### config.mk
export PLATFORM = sky130hd
export DESIGN_NAME = gpio_port_arbiter
export DESIGN_NICKNAME = d
export VERILOG_FILES = /design/src/rtl/gpio_arb_pkg.sv /design/src/rtl/gpio_rr_picker.sv /design/src/rtl/gpio_port_arbiter.sv
export SDC_FILE = /design/constraint.sdc
export NUM_CORES = 1
export LEC_CHECK = 0
export ABC_AREA = 1
export CAP_MARGIN = 20
export CORE_AREA = 10 10 94 96
export DETAILED_ROUTE_END_ITERATION = 12
export DIE_AREA = 0 0 104 106
export PLACE_DENSITY = 0.76
export REMOVE_ABC_BUFFERS = 1
export SLEW_MARGIN = 20
export SYNTH_ARGS = -nofsm -noshare
export SYNTH_HDL_FRONTEND = slang
export SYNTH_SLANG_ARGS = --single-unit
### constraint.sdc
create_clock -name clk_i -period 2.45 [get_ports clk_i]
set_clock_uncertainty 0.05 [all_clocks]
set_input_delay 0.3675 -clock clk_i [delete_from_list [all_inputs] [get_ports clk_i]]
set_output_delay 0.3675 -clock clk_i [all_outputs]
set_load 0.01 [all_outputs]
### src/rtl/gpio_arb_pkg.sv
// ============================================================================
//  Module   : gpio_arb_pkg
//  Brief    : Shared types for the GPIO port arbiter (ops, FSM states, widths).
//  Revision : 1.0 - initial release
// ============================================================================
`default_nettype none

package gpio_arb_pkg;

    typedef enum logic [1:0] {
        OP_RD      = 2'b00,
        OP_WR_DATA = 2'b01,
        OP_WR_DIR  = 2'b10,
        OP_NOP     = 2'b11
    } gpio_op_e;

    typedef enum logic [1:0] {
        ST_IDLE = 2'b00,
        ST_EXEC = 2'b01,
        ST_WAIT = 2'b10,
        ST_RESP = 2'b11
    } arb_state_e;

    // Wide enough for RD_WAIT up to 15.
    localparam int CNT_W = 4;

endpackage

`default_nettype wire

### src/rtl/gpio_rr_picker.sv
// ============================================================================
//  Module   : gpio_rr_picker
//  Brief    : Combinational round-robin pick: first set request at or after ptr.
//  Revision : 1.0 - initial release
// ============================================================================
`default_nettype none

module gpio_rr_picker
    import gpio_arb_pkg::*;
#(
    parameter int NUM_REQ = 3,
    parameter int IDX_W   = $clog2(NUM_REQ)
) (
    input  logic [NUM_REQ-1:0] req_i,
    input  logic [IDX_W-1:0]   ptr_i,
    output logic               valid_o,
    output logic [IDX_W-1:0]   idx_o
);

    // Scan from the farthest offset down so the nearest requester wins last.
    always_comb begin
        logic [IDX_W:0] cand;
        valid_o = 1'b0;
        idx_o   = '0;
        cand    = '0;
        for (int k = NUM_REQ - 1; k >= 0; k--) begin
            cand = {1'b0, ptr_i} + (IDX_W + 1)'(k);
            if (cand >= (IDX_W + 1)'(NUM_REQ)) begin
                cand = cand - (IDX_W + 1)'(NUM_REQ);
            end
            if (req_i[cand[IDX_W-1:0]]) begin
                valid_o = 1'b1;
                idx_o   = cand[IDX_W-1:0];
            end
        end
    end

endmodule

`default_nettype wire

### src/rtl/gpio_port_arbiter.sv
// ============================================================================
//  Module   : gpio_port_arbiter
//  Brief    : Round-robin sharing of one GPIO core port with shadowed data/dir.
//  Revision : 1.0 - initial release
// ============================================================================
`default_nettype none

module gpio_port_arbiter
    import gpio_arb_pkg::*;
#(
    parameter int WIDTH_PORT = 8,
    parameter int NUM_REQ    = 3,
    parameter int RD_WAIT    = 3
) (
    input  logic                          clk_i,
    input  logic                          rst_i,
    input  logic [NUM_REQ-1:0]            req_i,
    input  logic [2*NUM_REQ-1:0]          op_i,
    input  logic [NUM_REQ*WIDTH_PORT-1:0] wdata_i,
    input  logic [NUM_REQ*WIDTH_PORT-1:0] wmask_i,
    output logic [NUM_REQ-1:0]            ack_o,
    output logic [WIDTH_PORT-1:0]         rdata_o,
    output logic                          busy_o,
    output logic                          gpio_we_o,
    output logic [WIDTH_PORT-1:0]         gpio_wdata_o,
    output logic [WIDTH_PORT-1:0]         gpio_dir_o,
    input  logic [WIDTH_PORT-1:0]         gpio_rdata_i
);

    localparam int IDX_W = $clog2(NUM_REQ);
    localparam logic [NUM_REQ-1:0] ONE_HOT0 = NUM_REQ'(1);

    logic [1:0]            op_arr    [NUM_REQ];
    logic [WIDTH_PORT-1:0] wdata_arr [NUM_REQ];
    logic [WIDTH_PORT-1:0] wmask_arr [NUM_REQ];

    for (genvar g = 0; g < NUM_REQ; g++) begin : g_split
        assign op_arr[g]    = op_i[2*g +: 2];
        assign wdata_arr[g] = wdata_i[WIDTH_PORT*g +: WIDTH_PORT];
        assign wmask_arr[g] = wmask_i[WIDTH_PORT*g +: WIDTH_PORT];
    end

    arb_state_e            state_q;
    gpio_op_e              op_q;
    logic [IDX_W-1:0]      ptr_q;
    logic [IDX_W-1:0]      ptr_d;
    logic [IDX_W-1:0]      idx_q;
    logic [WIDTH_PORT-1:0] d_q;
    logic [WIDTH_PORT-1:0] m_q;
    logic [WIDTH_PORT-1:0] shadow_data_q;
    logic [WIDTH_PORT-1:0] shadow_dir_q;
    logic [WIDTH_PORT-1:0] rdata_q;
    logic [CNT_W-1:0]      cnt_q;
    logic [NUM_REQ-1:0]    ack_q;
    logic                  busy_q;
    logic                  we_q;

    logic                  pick_valid;
    logic [IDX_W-1:0]      pick_idx;
    logic [NUM_REQ-1:0]    ack_d;

    gpio_rr_picker #(
        .NUM_REQ (NUM_REQ),
        .IDX_W   (IDX_W)
    ) u_picker (
        .req_i   (req_i),
        .ptr_i   (ptr_q),
        .valid_o (pick_valid),
        .idx_o   (pick_idx)
    );

    assign ptr_d = (pick_idx == IDX_W'(NUM_REQ - 1)) ? '0 : pick_idx + IDX_W'(1);
    assign ack_d = ONE_HOT0 << idx_q;

    always_ff @(posedge clk_i or posedge rst_i) begin
        if (rst_i) begin
            state_q       <= ST_IDLE;
            op_q          <= OP_NOP;
            ptr_q         <= '0;
            idx_q         <= '0;
            d_q           <= '0;
            m_q           <= '0;
            shadow_data_q <= '0;
            shadow_dir_q  <= '0;
            rdata_q       <= '0;
            cnt_q         <= '0;
            ack_q         <= '0;
            busy_q        <= 1'b0;
            we_q          <= 1'b0;
        end else begin
            ack_q <= '0;
            we_q  <= 1'b0;
            case (state_q)
                ST_IDLE: begin
                    if (pick_valid) begin
                        idx_q   <= pick_idx;
                        op_q    <= gpio_op_e'(op_arr[pick_idx]);
                        d_q     <= wdata_arr[pick_idx];
                        m_q     <= wmask_arr[pick_idx];
                        ptr_q   <= ptr_d;
                        busy_q  <= 1'b1;
                        state_q <= ST_EXEC;
                    end
                end
                ST_EXEC: begin
                    case (op_q)
                        OP_WR_DATA: begin
                            shadow_data_q <= (shadow_data_q & ~m_q) | (d_q & m_q);
                            we_q          <= 1'b1;
                            ack_q         <= ack_d;
                            state_q       <= ST_RESP;
                        end
                        OP_WR_DIR: begin
                            shadow_dir_q <= (shadow_dir_q & ~m_q) | (d_q & m_q);
                            ack_q        <= ack_d;
                            state_q      <= ST_RESP;
                        end
                        OP_RD: begin
                            cnt_q   <= CNT_W'(RD_WAIT - 1);
                            state_q <= ST_WAIT;
                        end
                        default: begin
                            ack_q   <= ack_d;
                            state_q <= ST_RESP;
                        end
                    endcase
                end
                ST_WAIT: begin
                    // Settle time lets the core's input synchronizer catch up.
                    if (cnt_q == '0) begin
                        rdata_q <= gpio_rdata_i;
                        ack_q   <= ack_d;
                        state_q <= ST_RESP;
                    end else begin
                        cnt_q <= cnt_q - CNT_W'(1);
                    end
                end
                ST_RESP: begin
                    busy_q  <= 1'b0;
                    state_q <= ST_IDLE;
                end
                default: state_q <= ST_IDLE;
            endcase
        end
    end

    assign ack_o        = ack_q;
    assign rdata_o      = rdata_q;
    assign busy_o       = busy_q;
    assign gpio_we_o    = we_q;
    assign gpio_wdata_o = shadow_data_q;
    assign gpio_dir_o   = shadow_dir_q;

endmodule

`default_nettype wire
==> impl_metrics.yaml <==
run_status:
  status: "finished clean"
setup_path:
  slowest_delay_ps: 390
  cp-start-kind: "flop"
  crit_buf_inv: 3
  reg2reg_slack_ps: 250
  cp.required_ps: 2620
  rr_endpoint: "m_q[3]"
  path_cells: "inv_1 > ha_1 > inv_2 > nand2_1 > nand3_2 > nand2_2 > nor2_2 > nand2_2 > nand2_4 > buf_6 > nor2_1 > a21oi_1 > nand2_1"
  cp_slowest_cell: "ha_1"
  crit_fanout: 17
  reg2reg_depth: 13
  path_depth: 13
  critPathArrivalTime_ps: 2370
  reg2reg_from: "ptr_q[0]"
  critPathTopFamily: "simple AND/OR/NAND/NOR gates"
  end_kind: "flop"
  cp-startpoint: "ptr_q[0]"
  critPathCapture: "m_q[3]"
  crit_type: "flop to flop"
timing:
  setup_viol: 0
  fin_crit_ps: 2197
  max_freq_ghz: 0.4552
  hold_viol: 0
  drv_slew: 0
  rsz0062_at_grt: "no"
  setup_tns_ps: 0
  holdWs_ps: 342.4
  relSlewSlack_pct: 55.53
  fin_crit_sh_pct: 89.67
  setup_ws_ps: 253.2
  worst_pin_slew_ps: 664.6
floorplan:
  die_h_um: 106
  num_io_pins: 96
  rows: 31
  die-area_um2: 11020
  die_x_um: 104
  start_util_pct: 44.95
  coreArea_um2: 7059
yosys:
  synth_area_per_cell_um2: 7.893
  netlist_instances: 402
  ys_warn_count: 0
  ys_seq_area_share_pct: 45.03
  synth.distinct_cells: 27
  synthesis.area_um2: 3173
  synth_seq_cells: 57
power_and_ir_drop:
  total_power_mw: 5.918
  p_per_area_nw_per_um2: 1330
  vdd_drop_max_mv: 0.9210
  leakagePower_nw: 2.106
grt:
  grt_use_met2_pct: 27.81
  grt_pass1_vias: 2901
  grt_max_degree: 36
  antenna_found_initial: 0
  grt_util_met3_pct: 2.597
  grt_pass1_wl_mm: 14.39
  grt_usage_pct: 15.77
  met1_usage_pct: 18.63
  busiest_layer: "met2"
  grt_overflow: 0
cells_and_area:
  post-route-util_pct: 63.04
  antenna_cells: 0
  drive_above_1_share_pct: 10.57
  syn_to_final_growth_pct: 40.26
  nets: 583
  fin_cells: 610
  fin_area_um2: 4451
routing:
  ant_nets: 0
  avgViaCountPerCell: 4.864
  drt-total-wl_mm: 8.902
  vias: 2967
  drc: 0
  drtIter0Drc: 174
  routedWlPerCell_um: 14.59
  drtPass1Iterations: 5
clocking:
  clock_latency_ps: 330
  clkTransAtPathRegs_ps: 60
  cts_setup_buffers: 0
  htree_num_levels: 3
  clock-root-buffer: "clkbuf_8"
  clock_sinks: 57
  cts_max_path_buffers: 2
  cts_tree: "yes"
  numCtsBuffers: 9
flow_run:
  maxCapViolations: 0
placement:
  gp_congestion: 0.8695
  place_area_um2: 4234
  hpwl_mm: 6.827
  place_inst: 594
  pre_cts_slack_ps: 213.2
  port_buffers: 95
hold_path:
  hold_path.class: "primary input to async pin"
## power breakdown
group	internal (mW)	leakage, nW	switching (mW)	total (mW)
registers	1.42	0.707	0.284	1.70
clock network	0.552	0.107	0.350	0.902
logic	1.36	1.29	1.95	3.31
## kinds of logic after synthesis
| logic type | count (synthesis) | share of synthesized area (%) |
|---|---|---|
| adder cells (fa/ha/maj) | 10 | 3.943 |
| AND/OR/NAND/NOR | 209 | 29.34 |
| flip-flops | 57 | 45.03 |
| AO/OA/AOI/OAI | 50 | 8.715 |
| XOR/XNOR | 2 | 0.5522 |
| multiplexers | 8 | 2.839 |
| buffers and inverters | 66 | 9.581 |
## Yosys cell counts, drive strengths merged
cell    instances  area share (%)
o21ai          26             4.1
dfstp           2             1.7
a21oi          20             3.7
ha             10             3.9
a31oi           1            0.20
xor2            2            0.55
o22ai           1            0.20
nand2         129              16
nor4            2            0.39
a211oi          1            0.24
buf            12             3.2
mux2            8             2.8
dfrtp          55              43
inv            54             6.4
nand3b         17             4.0
nor2           27             3.4
o31ai           1            0.24
nand3          34             5.8
## worst min-delay path by stage
stage | endpoint | slack (ps)
after global placement | ack_o[0] | 380
after CTS | rdata_o[4] | 360
after global routing | ack_o[0] | 400
after detailed placement | ack_o[0] | 380
final | rdata_o[4] | 340
after floorplan | ack_o[0] | 360
## metal layers
metal  vias up  wire length (um)
li1       1482                 -
met1      1380              3861
met2        93              4532
met3        12               361
met4         0               145
met5         -                 0
## layout by cell type, fill, tap and decap left out
cell type,Yosys,layout
a31oi_1,1,1
nand2_4,0,1
nor4_1,2,2
nand3_2,3,3
buf_4,2,8
a21oi_2,5,5
dfrtp_1,55,55
ha_1,10,10
nor2_2,2,2
bufinv_16,0,1
inv_1,51,50
o21ai_1,1,1
nand3_1,31,31
nor2_1,25,25
buf_6,6,1
o22ai_1,1,1
clkbuf_8,0,12
nand2_2,6,5
clkinv_2,0,1
a211oi_1,1,1
a21oi_1,15,15
buf_12,0,1
nand2_1,123,123
clkdlybuf4s50_1,0,95
o31ai_1,1,1
o21ai_0,25,25
clkbuf_1,0,2
xor2_1,2,2
inv_2,3,4
nand3b_1,17,17
dfstp_2,2,2
mux2_2,8,8
## final cells by class
cell class / count / area (um2)
Clock buffer: 14 / 172.7
Clock inverter: 2 / 35.03
Inverter: 54 / 202.7
Fill cell: 618 / 2609
Multi-Input combinational cell: 279 / 1445
Sequential cell: 57 / 1429
Timing Repair Buffer: 105 / 1042
Tap cell: 99 / 123.9
## what timing repair did
action	CTS	global route
resized for setup	0	2
endpoints found under the setup margin	0	5
hold buffers	0	0
Power figures use the tool's default switching activity.
